### src/rtl/ulap_pkg.sv
// ---------------------------------------------------------------------------
// | ulap_pkg : shared constants and state types for the ULAplus loader      |
// | Build option: ULAP_LOADER_READBACK_EN adds the RD_CHK state             |
// | Revision: 1.0                                                           |
// ---------------------------------------------------------------------------
`default_nettype none

package ulap_pkg;

  localparam logic [15:0] ULAP_SEL_PORT  = 16'hBF3B;
  localparam logic [15:0] ULAP_DATA_PORT = 16'hFF3B;
  localparam logic [7:0]  ULAP_GRP_MODE  = 8'h40;
  localparam int          ULAP_PAL_SIZE  = 64;

  typedef enum logic [3:0] {
    ST_IDLE,
    ST_BUSREQ,
    ST_FETCH,
    ST_WR_SEL,
    ST_WR_DATA,
`ifdef ULAP_LOADER_READBACK_EN
    ST_RD_CHK,
`endif
    ST_FETCH_MODE,
    ST_WR_GRP,
    ST_WR_MODE,
    ST_FINISH
  } ulap_state_t;

  typedef enum logic [1:0] {
    PH_IDLE,
    PH_SETUP,
    PH_STROBE,
    PH_RECOV
  } ulap_phase_t;

endpackage

`default_nettype wire

### src/rtl/ulap_io_cycle.sv
// ---------------------------------------------------------------------------
// | ulap_io_cycle : one Z80-style IO cycle, SETUP / STROBE / RECOV          |
// | Revision: 1.0                                                           |
// ---------------------------------------------------------------------------
`default_nettype none

module ulap_io_cycle
  import ulap_pkg::*;
#(
  parameter int STROBE_CLKS = 3,
  parameter int RECOV_CLKS  = 2
) (
  input  logic        clk_sys,
  input  logic        reset,
  input  logic        go,
  input  logic [15:0] addr,
  input  logic [7:0]  data,
  input  logic        is_read,
  input  logic [7:0]  io_din,
  output logic [15:0] io_addr,
  output logic [7:0]  io_dout,
  output logic        io_nIORQ,
  output logic        io_nWR,
  output logic        io_nRD,
  output logic [7:0]  rdata,
  output logic        ack
);

  localparam logic [3:0] c_strobe_last = 4'(STROBE_CLKS - 1);
  localparam logic [3:0] c_recov_last  = 4'(RECOV_CLKS - 1);

  ulap_phase_t r_phase, w_phase_nxt;
  logic [3:0]  r_cnt, w_cnt_nxt;
  logic [15:0] r_addr;
  logic [7:0]  r_data;
  logic [7:0]  r_rdata;
  logic        r_is_read;
  logic        r_nIORQ, r_nWR, r_nRD;
  logic        w_ack;
  logic        w_accept;

  // A new request is taken while idle or on the final RECOV clock, so
  // consecutive cycles run with no dead clock between them.
  assign w_ack    = (r_phase == PH_RECOV) && (r_cnt == 4'd0);
  assign w_accept = go && ((r_phase == PH_IDLE) || w_ack);

  always_comb begin
    w_phase_nxt = r_phase;
    w_cnt_nxt   = r_cnt;
    case (r_phase)
      PH_IDLE: begin
        if (go) w_phase_nxt = PH_SETUP;
      end
      PH_SETUP: begin
        w_phase_nxt = PH_STROBE;
        w_cnt_nxt   = c_strobe_last;
      end
      PH_STROBE: begin
        if (r_cnt == 4'd0) begin
          w_phase_nxt = PH_RECOV;
          w_cnt_nxt   = c_recov_last;
        end else begin
          w_cnt_nxt = r_cnt - 4'd1;
        end
      end
      PH_RECOV: begin
        if (r_cnt == 4'd0) begin
          w_phase_nxt = go ? PH_SETUP : PH_IDLE;
        end else begin
          w_cnt_nxt = r_cnt - 4'd1;
        end
      end
      default: w_phase_nxt = PH_IDLE;
    endcase
  end

  always_ff @(posedge clk_sys) begin
    if (reset) begin
      r_phase   <= PH_IDLE;
      r_cnt     <= 4'd0;
      r_addr    <= 16'h0000;
      r_data    <= 8'h00;
      r_is_read <= 1'b0;
      r_rdata   <= 8'h00;
      r_nIORQ   <= 1'b1;
      r_nWR     <= 1'b1;
      r_nRD     <= 1'b1;
    end else begin
      r_phase <= w_phase_nxt;
      r_cnt   <= w_cnt_nxt;
      if (w_accept) begin
        r_addr    <= addr;
        r_data    <= data;
        r_is_read <= is_read;
      end else if (w_phase_nxt == PH_IDLE) begin
        r_addr    <= 16'h0000;
        r_data    <= 8'h00;
        r_is_read <= 1'b0;
      end
      if ((r_phase == PH_STROBE) && (r_cnt == 4'd0)) r_rdata <= io_din;
      // Strobes are registered from the next phase so they change cleanly on the edge.
      r_nIORQ <= !(w_phase_nxt == PH_STROBE);
      r_nWR   <= !((w_phase_nxt == PH_STROBE) && !r_is_read);
      r_nRD   <= !((w_phase_nxt == PH_STROBE) && r_is_read);
    end
  end

  assign io_addr  = r_addr;
  assign io_dout  = r_data;
  assign io_nIORQ = r_nIORQ;
  assign io_nWR   = r_nWR;
  assign io_nRD   = r_nRD;
  assign rdata    = r_rdata;
  assign ack      = w_ack;

endmodule

`default_nettype wire

### src/rtl/ulap_loader.sv
// ---------------------------------------------------------------------------
// | ulap_loader : bus-mastering ULAplus palette/mode loader                 |
// | Build option: ULAP_LOADER_READBACK_EN verifies each palette write       |
// | Revision: 1.0                                                           |
// ---------------------------------------------------------------------------
`default_nettype none

module ulap_loader
  import ulap_pkg::*;
#(
  parameter int STROBE_CLKS = 3,
  parameter int RECOV_CLKS  = 2
) (
  input  logic        clk_sys,
  input  logic        reset,
  input  logic        start,
  input  logic [7:0]  s_data,
  input  logic        s_valid,
  output logic        s_ready,
  output logic        busrq_n,
  input  logic        busak_n,
  output logic [15:0] io_addr,
  output logic [7:0]  io_dout,
  output logic        io_nIORQ,
  output logic        io_nWR,
  output logic        io_nRD,
  input  logic [7:0]  io_din,
  output logic        busy,
  output logic        done,
  output logic        err
);

  ulap_state_t r_state, w_state_nxt;
  logic [5:0]  r_idx;
  logic [7:0]  r_byte;
  logic [1:0]  r_mode;
  logic        r_busy, r_done, r_busrq_n, r_s_ready;
  logic        w_go, w_is_read, w_idx_inc, w_byte_ld, w_mode_ld, w_err_set;
  logic [15:0] w_addr;
  logic [7:0]  w_data;
  logic        w_ack;
  logic [7:0]  w_rdata;
  logic        w_cyc_nrd;
  logic        w_last_idx;
  logic        w_start_ok;

  assign w_last_idx = (r_idx == 6'(ULAP_PAL_SIZE - 1));
  assign w_start_ok = (r_state == ST_IDLE) && start;

  ulap_io_cycle #(
    .STROBE_CLKS (STROBE_CLKS),
    .RECOV_CLKS  (RECOV_CLKS)
  ) u_io_cycle (
    .clk_sys  (clk_sys),
    .reset    (reset),
    .go       (w_go),
    .addr     (w_addr),
    .data     (w_data),
    .is_read  (w_is_read),
    .io_din   (io_din),
    .io_addr  (io_addr),
    .io_dout  (io_dout),
    .io_nIORQ (io_nIORQ),
    .io_nWR   (io_nWR),
    .io_nRD   (w_cyc_nrd),
    .rdata    (w_rdata),
    .ack      (w_ack)
  );

  always_ff @(posedge clk_sys) begin
    if (reset) r_state <= ST_IDLE;
    else       r_state <= w_state_nxt;
  end

  // IO requests are issued on the transition into a write/read state so the
  // cycle's SETUP clock coincides with the first clock of that state.
  always_comb begin
    w_state_nxt = r_state;
    w_go        = 1'b0;
    w_is_read   = 1'b0;
    w_addr      = ULAP_SEL_PORT;
    w_data      = 8'h00;
    w_idx_inc   = 1'b0;
    w_byte_ld   = 1'b0;
    w_mode_ld   = 1'b0;
    w_err_set   = 1'b0;
    case (r_state)
      ST_IDLE: begin
        if (start) w_state_nxt = ST_BUSREQ;
      end
      ST_BUSREQ: begin
        if (!busak_n) w_state_nxt = ST_FETCH;
      end
      ST_FETCH: begin
        if (s_valid) begin
          w_byte_ld   = 1'b1;
          w_state_nxt = ST_WR_SEL;
          w_go        = 1'b1;
          w_addr      = ULAP_SEL_PORT;
          w_data      = {2'b00, r_idx};
        end
      end
      ST_WR_SEL: begin
        if (w_ack) begin
          w_state_nxt = ST_WR_DATA;
          w_go        = 1'b1;
          w_addr      = ULAP_DATA_PORT;
          w_data      = r_byte;
        end
      end
      ST_WR_DATA: begin
        if (w_ack) begin
`ifdef ULAP_LOADER_READBACK_EN
          w_state_nxt = ST_RD_CHK;
          w_go        = 1'b1;
          w_is_read   = 1'b1;
          w_addr      = ULAP_DATA_PORT;
`else
          w_idx_inc   = 1'b1;
          w_state_nxt = w_last_idx ? ST_FETCH_MODE : ST_FETCH;
`endif
        end
      end
`ifdef ULAP_LOADER_READBACK_EN
      ST_RD_CHK: begin
        if (w_ack) begin
          w_err_set   = (w_rdata != r_byte);
          w_idx_inc   = 1'b1;
          w_state_nxt = w_last_idx ? ST_FETCH_MODE : ST_FETCH;
        end
      end
`endif
      ST_FETCH_MODE: begin
        if (s_valid) begin
          w_mode_ld   = 1'b1;
          w_state_nxt = ST_WR_GRP;
          w_go        = 1'b1;
          w_addr      = ULAP_SEL_PORT;
          w_data      = ULAP_GRP_MODE;
        end
      end
      ST_WR_GRP: begin
        if (w_ack) begin
          w_state_nxt = ST_WR_MODE;
          w_go        = 1'b1;
          w_addr      = ULAP_DATA_PORT;
          w_data      = {6'b000000, r_mode};
        end
      end
      ST_WR_MODE: begin
        if (w_ack) w_state_nxt = ST_FINISH;
      end
      ST_FINISH: w_state_nxt = ST_IDLE;
      default:   w_state_nxt = ST_IDLE;
    endcase
  end

  always_ff @(posedge clk_sys) begin
    if (reset) begin
      r_idx     <= 6'd0;
      r_byte    <= 8'h00;
      r_mode    <= 2'b00;
      r_busy    <= 1'b0;
      r_done    <= 1'b0;
      r_busrq_n <= 1'b1;
      r_s_ready <= 1'b0;
    end else begin
      if (w_byte_ld) r_byte <= s_data;
      if (w_mode_ld) r_mode <= s_data[1:0];
      if (w_start_ok)     r_idx <= 6'd0;
      else if (w_idx_inc) r_idx <= r_idx + 6'd1;
      r_busy    <= (w_state_nxt != ST_IDLE) && (w_state_nxt != ST_FINISH);
      r_done    <= (w_state_nxt == ST_FINISH);
      r_busrq_n <= (w_state_nxt == ST_IDLE) || (w_state_nxt == ST_FINISH);
      r_s_ready <= (w_state_nxt == ST_FETCH) || (w_state_nxt == ST_FETCH_MODE);
    end
  end

`ifdef ULAP_LOADER_READBACK_EN
  logic r_err;

  always_ff @(posedge clk_sys) begin
    if (reset)          r_err <= 1'b0;
    else if (w_start_ok) r_err <= 1'b0;
    else if (w_err_set)  r_err <= 1'b1;
  end

  assign err   = r_err;
  assign io_nRD = w_cyc_nrd;
`else
  logic w_unused_rb;
  assign w_unused_rb = &{1'b0, w_rdata, w_cyc_nrd, w_err_set};
  assign err    = 1'b0;
  assign io_nRD = 1'b1;
`endif

  assign s_ready = r_s_ready;
  assign busrq_n = r_busrq_n;
  assign busy    = r_busy;
  assign done    = r_done;

endmodule

`default_nettype wire

### config.mk
export PLATFORM = sky130hd
export DESIGN_NAME = ulap_loader
export DESIGN_NICKNAME = d
export VERILOG_FILES = /design/src/rtl/ulap_pkg.sv /design/src/rtl/ulap_io_cycle.sv /design/src/rtl/ulap_loader.sv
export SDC_FILE = /design/constraint.sdc
export NUM_CORES = 1
export LEC_CHECK = 0
export BUFFER_PORTS_ARGS = -buffer_cell sky130_fd_sc_hd__buf_2
export CAP_MARGIN = 25
export CORE_MARGIN = 3
export CORE_UTILIZATION = 40
export CTS_CLUSTER_SIZE = 40
export DETAILED_ROUTE_END_ITERATION = 7
export GPL_TIMING_DRIVEN = 0
export PLACE_DENSITY = 0.72
export SYNTH_ARGS = -nofsm -noshare
export SYNTH_HDL_FRONTEND = slang
export SYNTH_SLANG_ARGS = --single-unit
### constraint.sdc
create_clock -name clk_sys -period 4.52 [get_ports clk_sys]
set_input_delay 0.452 -clock clk_sys [delete_from_list [all_inputs] [get_ports clk_sys]]
set_output_delay 0.452 -clock clk_sys [all_outputs]
set_load 0.01 [all_outputs]
==> summary.txt, run 1 <==
Power
  • Maximum vdd drop: roughly 0.00011 V
  • Clock Power Share: 0.295
  • Sequential share of power: 0.469
  • NetSw: ~0.00026 W
  • Internal: around 0.0006 W
  • Overall power: 0.000857 W
  • Leakage power: roughly 1.1 nW
  • Power per cell area: 333 nW/µm²
  • Switch share: 0.307
  • Combinational power share: 0.235

Clocking
  • Clock Path Buffers: 2
  • CTS tree: done
  • Clk_lat worst skew: about 300 ps
  • Post-CTS sizing: 0
  • Post CTS Setup Buffer Count: 0
  • Clk sinks: 41
  • CTS hold repair buffers: 0
  • Root buffer cell: clkbuf_8
  • Reg clk slew, reported paths: around 80 ps
  • Htree depth: 2
  • CTS Buf Count: 5

Synth
  • Syn_area_per_cell: 8.84 µm²
  • Post-Synthesis Cells: about 250
  • Post-synth EDFFs: 0
  • Fraction of registers with async set/reset: 0
  • Yosys reg bits: 41
  • Yosys warns: 0
  • Sequential share of the synthesized area: 0.376
  • Syn Std Cell Area: around 2200 µm²
  • Post-synth cell types: 55
  • Ys flop type: dfxtp_1

Route
  • Vias: 1900
  • DRT Wirelength: 4930 µm
  • Initial DRC Count: about 120
  • Vias per Instance: just over 5
  • Routed Antenna Nets: 0
  • DRC Markers: 0
  • DR pass1 iterations: 4
  • Avg WL per Cell: roughly 13 µm

STA
  • Fmax: about 380 MHz
  • Final period util: 0.579
  • Fin crit period: roughly 2600 ps
  • Final Max Slew Viols: 0
  • Clock Skew: between 3 and 4 ps
  • Worst-margin pin slew: around 660 ps
  • Endpoints failing setup: 0
  • Unrepaired setup endpoints after global routing: no
  • Final hold violations: 0
  • Final setup TNS: 0 ps
  • Slew HR: 0.553

Die
  • Die Wd: approximately 80 µm
  • Die H: 79.9 µm
  • Placeable Area: around 5200 µm²
  • Top-level I/O count: 53
  • Die ar.: 6380 µm²
  • Initial Util: 0.420
  • # rows: 26

Outcome
  • Outcome: finished clean

Setup path
  • Critical-path cell list: ha_1, nor4bb_1, nand4_1, o211a_1, or4b_4, a221oi_2
  • CP endpoint kind: register
  • WP data required: ~4700 ps
  • CP peak stage delay: between 600 and 700 ps
  • CP Max Fanout: 6
  • Data arrival, critical path: roughly 2800 ps
  • Slowest cell on the critical path: nor4bb_1
  • Critical path class: register to register
  • CP startpoint kind: register

Place
  • HPWL Detailed: 3680 µm
  • Buffers on Ports: 39
  • Placed Area: 2480 µm²
  • Placed cells: 359
  • GPL Wtd Cong: ~0.92

GRT
  • Initial antenna violation count: 0
  • Largest net degree at the start of global routing: 14
  • First-pass GRT wire length: 8120 µm
  • Vias in the first global route: 1732
  • GRT overflow: 0
  • GRT Total Usage: 0.162

Layout
  • Final net count: around 330
  • Final core utilization: 0.495
  • Finished Cell Area: approximately 2600 µm²
  • P&R area growth vs syn: 17.9%
  • Layout cell share with drive strength beyond 1: 0.263
  • Non-filler cells, final: between 300 and 400
  • Fillers: 507
  • ANT cells: 0

Hold path
  • Hold Crit Class: input pin to register

Run
  • Max Cap Viol: 0
logic make-up (layout without fill, tap and decap cells):
family,count (synthesis),in the layout,share of synthesized area
buffers and inverters,37,84,0.0997
flip-flops,41,41,0.376
other,2,5,0.00344
AND/OR/NAND/NOR,89,89,0.219
multiplexers,4,4,0.0183
adder cells (fa/ha/maj),8,8,0.0458
AO/OA/AOI/OAI,58,58,0.206
XOR/XNOR,8,8,0.0321
worst paths after layout:
path                         start        end  slack, ps  cells past startpoint
min                      s_data[3]  r_byte[3]        390                      3
min reg2reg              r_byte[6]  r_byte[6]        460                      2
max          u_io_cycle.r_phase[1]    s_ready       1900                      6
max reg2reg  u_io_cycle.r_phase[1]    s_ready       1900                      6
metal layers:
metal  vias up  share of wire  track usage
li1        959              -            -
met4         0          0.024       0.0659
met5         -              0            0
met3        13          0.058       0.0339
met2        56           0.48        0.263
met1       872           0.43        0.207
power groups by stage:
stage	sequential, W	clock, W	combinational (W)
after floorplan	0.000408	0	0.000155
after global placement	0.000410	0	0.000197
after detailed placement	0.000410	0	0.000200
after CTS	0.000402	0.000261	0.000201
after global routing	0.000407	0.000276	0.000223
final	0.000402	0.000253	0.000202
cell usage in the layout, fill, tap and decap left out, drive strengths merged, types with 6 or more instances in the layout:
master | Yosys | final
a21oi | 16 | 16
nor2 | 23 | 23
ha | 8 | 8
nand2 | 27 | 27
dfxtp | 41 | 41
buf | 22 | 61
clkbuf | 9 | 15
inv | 6 | 6
nand2b | 6 | 6
o2bb2ai | 9 | 9
a22oi | 6 | 6
synthesized netlist by cell type (all sizes together), types with 4 or more instances:
cell type | number | share of area
nor2 | 23 | 0.040
nand2 | 27 | 0.046
a22oi | 6 | 0.021
and2 | 5 | 0.014
mux2i | 4 | 0.018
nand4 | 5 | 0.014
a21oi | 16 | 0.037
buf | 22 | 0.073
ha | 8 | 0.046
nand2b | 6 | 0.017
inv | 6 | 0.010
xor2 | 5 | 0.020
or3b | 4 | 0.016
clkbuf | 9 | 0.016
dfxtp | 41 | 0.38
o2bb2ai | 9 | 0.036
state kept, by name, indices dropped and copies added (netlist names), 2 cells and up:
register,flops
r_byte,8
r_idx,6
r_mode,2
r_state,4
u_io_cycle.io_addr,2
u_io_cycle.io_dout,8
u_io_cycle.r_cnt,4
u_io_cycle.r_phase,2
final cells by class:
class,instances,area (µm²),area share
multi-input combinational,172,1160,0.449
sequential,41,821,0.319
timing repair buffer,39,195,0.0758
buffer,31,195,0.0758
tap,70,87.6,0.0340
clock buffer,6,82.6,0.0321
inverter,6,22.5,0.00875
clock inverter,2,13.8,0.00534
worst max-delay path, delay by kind of cell (launching register included):
family	cells	cell delay [ps]
flip-flops	1	450
adder cells (fa/ha/maj)	1	250
AND/OR/NAND/NOR	3	1360
AO/OA/AOI/OAI	2	480
through the flow:
step | setup slack [ps] | hold WS [ps]
6_report | 1900 | 390
5_1_grt | 1750 | 387
4_1_cts | 1910 | 385
3_5_place_dp | 2000 | 443
3_3_place_gp | 2040 | 442
2_1_floorplan | 2310 | 434
No activity file was read; power rests on OpenSTA's default activity.
==> inputs of run 2 (changes only) <==
PLACE_DENSITY = 0.74   (was 0.72)
clock period = 2.33 ns   (was 4.52 ns; I/O delays follow)
==> summary.txt, run 2 (same netlist as run 1, synthesis figures left out) <==
Outcome
  • Outcome: finished clean

Layout
  • Layout cell share with drive strength beyond 1: 0.322 (+0.0596)
  • Non-filler cells, final: 371 (+1.1%)
  • P&R area growth vs syn: 23.5%
  • Most common cell after layout, fill and taps aside: buf_2
  • Most frequent cells in the layout: 41 x buf_2, 37 x dfxtp_1, 27 x nand2_1
  • Final core utilization: 0.519 (+0.0238)
  • Finished Cell Area: 2700 µm² (+4.8%)
  • Final net count: 329 (+1.2%)
  • ANT cells: 0 (unchanged)

Die
  • Initial Util: 0.420 (unchanged)
  • Placeable Area: 5200 µm² (unchanged)
  • Top-level I/O count: 53 (unchanged)
  • Die H: 79.9 µm (unchanged)
  • # rows: 26 (unchanged)
  • Die Wd: 79.9 µm (unchanged)
  • Die ar.: 6380 µm² (unchanged)

Power
  • Power per cell area: 655 nW/µm² (+97%)
  • Overall power: 0.00177 W (+110%)
  • Maximum vdd drop: 0.000429 V (+280%)
  • NetSw: 0.000550 W (+110%)
  • Clock Power Share: 0.300 (+0.005)
  • Combinational power share: 0.250 (+0.015)
  • Leakage power: 1.11 nW (+2.7%)
  • Sequential share of power: 0.450 (-0.019)
  • Switch share: 0.311 (+0.00441)
  • Internal: 0.00122 W (+100%)

STA
  • Endpoints failing setup: 0 (unchanged)
  • Slew HR: 0.628 (+0.0749)
  • WHS: 169 ps (-221 ps)
  • Clock Skew: 5.93 ps (+2.46 ps)
  • Fin crit period: 2270 ps (-345 ps)
  • Final period util: 0.975 (+0.396)
  • Final hold violations: 0 (unchanged)
  • Worst-margin pin slew: 558 ps (-103 ps)
  • Final Max Slew Viols: 0 (unchanged)
  • Fmax: 440 MHz (+15%)

Setup path
  • CP startpoint kind: register
  • Critical path class: register to register
  • Data arrival, critical path: 2480 ps (-350 ps)
  • CP Max Fanout: 7 (+1)
  • WP data required: 2540 ps (-2200 ps)
  • CP endpoint kind: register
  • R2R cell count: 8 (+2)

Run
  • Max Cap Viol: 0 (unchanged)

GRT
  • First-pass GRT wire length: 8080 µm (-0.52%)
  • Vias in the first global route: 1746 (+0.81%)
  • GRT Total Usage: 0.160 (-0.00114)
  • GRT overflow: 0 (unchanged)
  • Initial antenna violation count: 0 (unchanged)
  • Largest net degree at the start of global routing: 14 (unchanged)

Clocking
  • CTS Buf Count: 5 (unchanged)
  • Clock Path Buffers: 2 (unchanged)
  • Clk_lat worst skew: 300 ps (about the same)
  • Htree depth: 2 (unchanged)
  • CTS tree: done
  • CTS hold repair buffers: 0 (unchanged)
  • Clk sinks: 41 (unchanged)
  • Root buffer cell: clkbuf_8
  • Reg clk slew, reported paths: 80 ps (about the same)

Route
  • Initial DRC Count: 114 (-6.6%)
  • DR pass1 iterations: 4 (unchanged)
  • DRT Wirelength: 5070 µm (+2.9%)
  • Avg WL per Cell: 13.7 µm (+1.8%)
  • DRC Markers: 0 (unchanged)
  • Vias: 1934 (+1.8%)
  • Vias per Instance: 5.21 (+0.69%)
  • Routed Antenna Nets: 0 (unchanged)

Place
  • Placed cells: 359 (unchanged)
  • HPWL Detailed: 3550 µm (-3.5%)
  • Buffers on Ports: 39 (unchanged)
  • Placed Area: 2480 µm² (unchanged)
  • GPL Wtd Cong: 0.844 (-8.1%)

Hold path
  • Hold Crit Class: input pin to register
  • Hold depth: 3 (unchanged)
==> run 2: layout make-up <==
class | instances | area, µm²
clock buffers | 7 | 96.3
fillers | 498 | 2510
well taps | 70 | 87.6
repair buffers | 44 | 233
flip-flops and latches | 41 | 828
inverters | 6 | 22.5
multi-input cells | 172 | 1230
plain buffers | 30 | 194
clock inverters | 1 | 8.76
==> run 2: per-stage QoR <==
step                setup TNS [ps]  worst slack, ps
floorplan                        0              119
global placement              -158             -103
detailed placement            -663             -167
CTS                              0             10.1
global route                 -64.8            -64.8
finish                           0             58.5
==> run 2: power groups by stage <==
stage	sequential (W)	combinational, W	clock [W]
floorplan	0.000791	0.000300	0
global placement	0.000794	0.000384	0
detailed placement	0.000797	0.000391	0
CTS	0.000785	0.000403	0.000543
global route	0.000802	0.000485	0.000574
finish	0.000796	0.000441	0.000530
==> run 2: critical path, cell delays in order (launching register included) <==
cell and delay (ps):
dfxtp_2 340, inv_1 80, ha_2 220, nor4bb_2 230, buf_4 200, and3_4 220, o32ai_1 110, or4b_4 540
a221oi_2 240
==> run 2: path summary, 6_finish.rpt <==
| kind | start | end | slack [ps] |
|---|---|---|---|
| setup / recovery | u_io_cycle.r_cnt[0] | s_ready | 60 |
| hold / removal | s_data[2] | r_byte[2] | 170 |
| setup reg to reg | u_io_cycle.r_cnt[0] | s_ready | 60 |
| hold reg to reg | r_byte[6] | r_byte[6] | 460 |
==> run 2: routing by layer <==
metal,GRT usage,part of all wire,up-vias
met1,0.210,0.45,897
met5,0,0,-
met3,0.0429,0.065,6
li1,-,-,972
met4,0.0456,0.012,0
met2,0.259,0.47,59
==> run 2: what timing repair did <==
action,CTS,global route
endpoints found under the setup margin,9,10
resized for setup,8,12
setup buffers,3,2
pin swaps,3,3
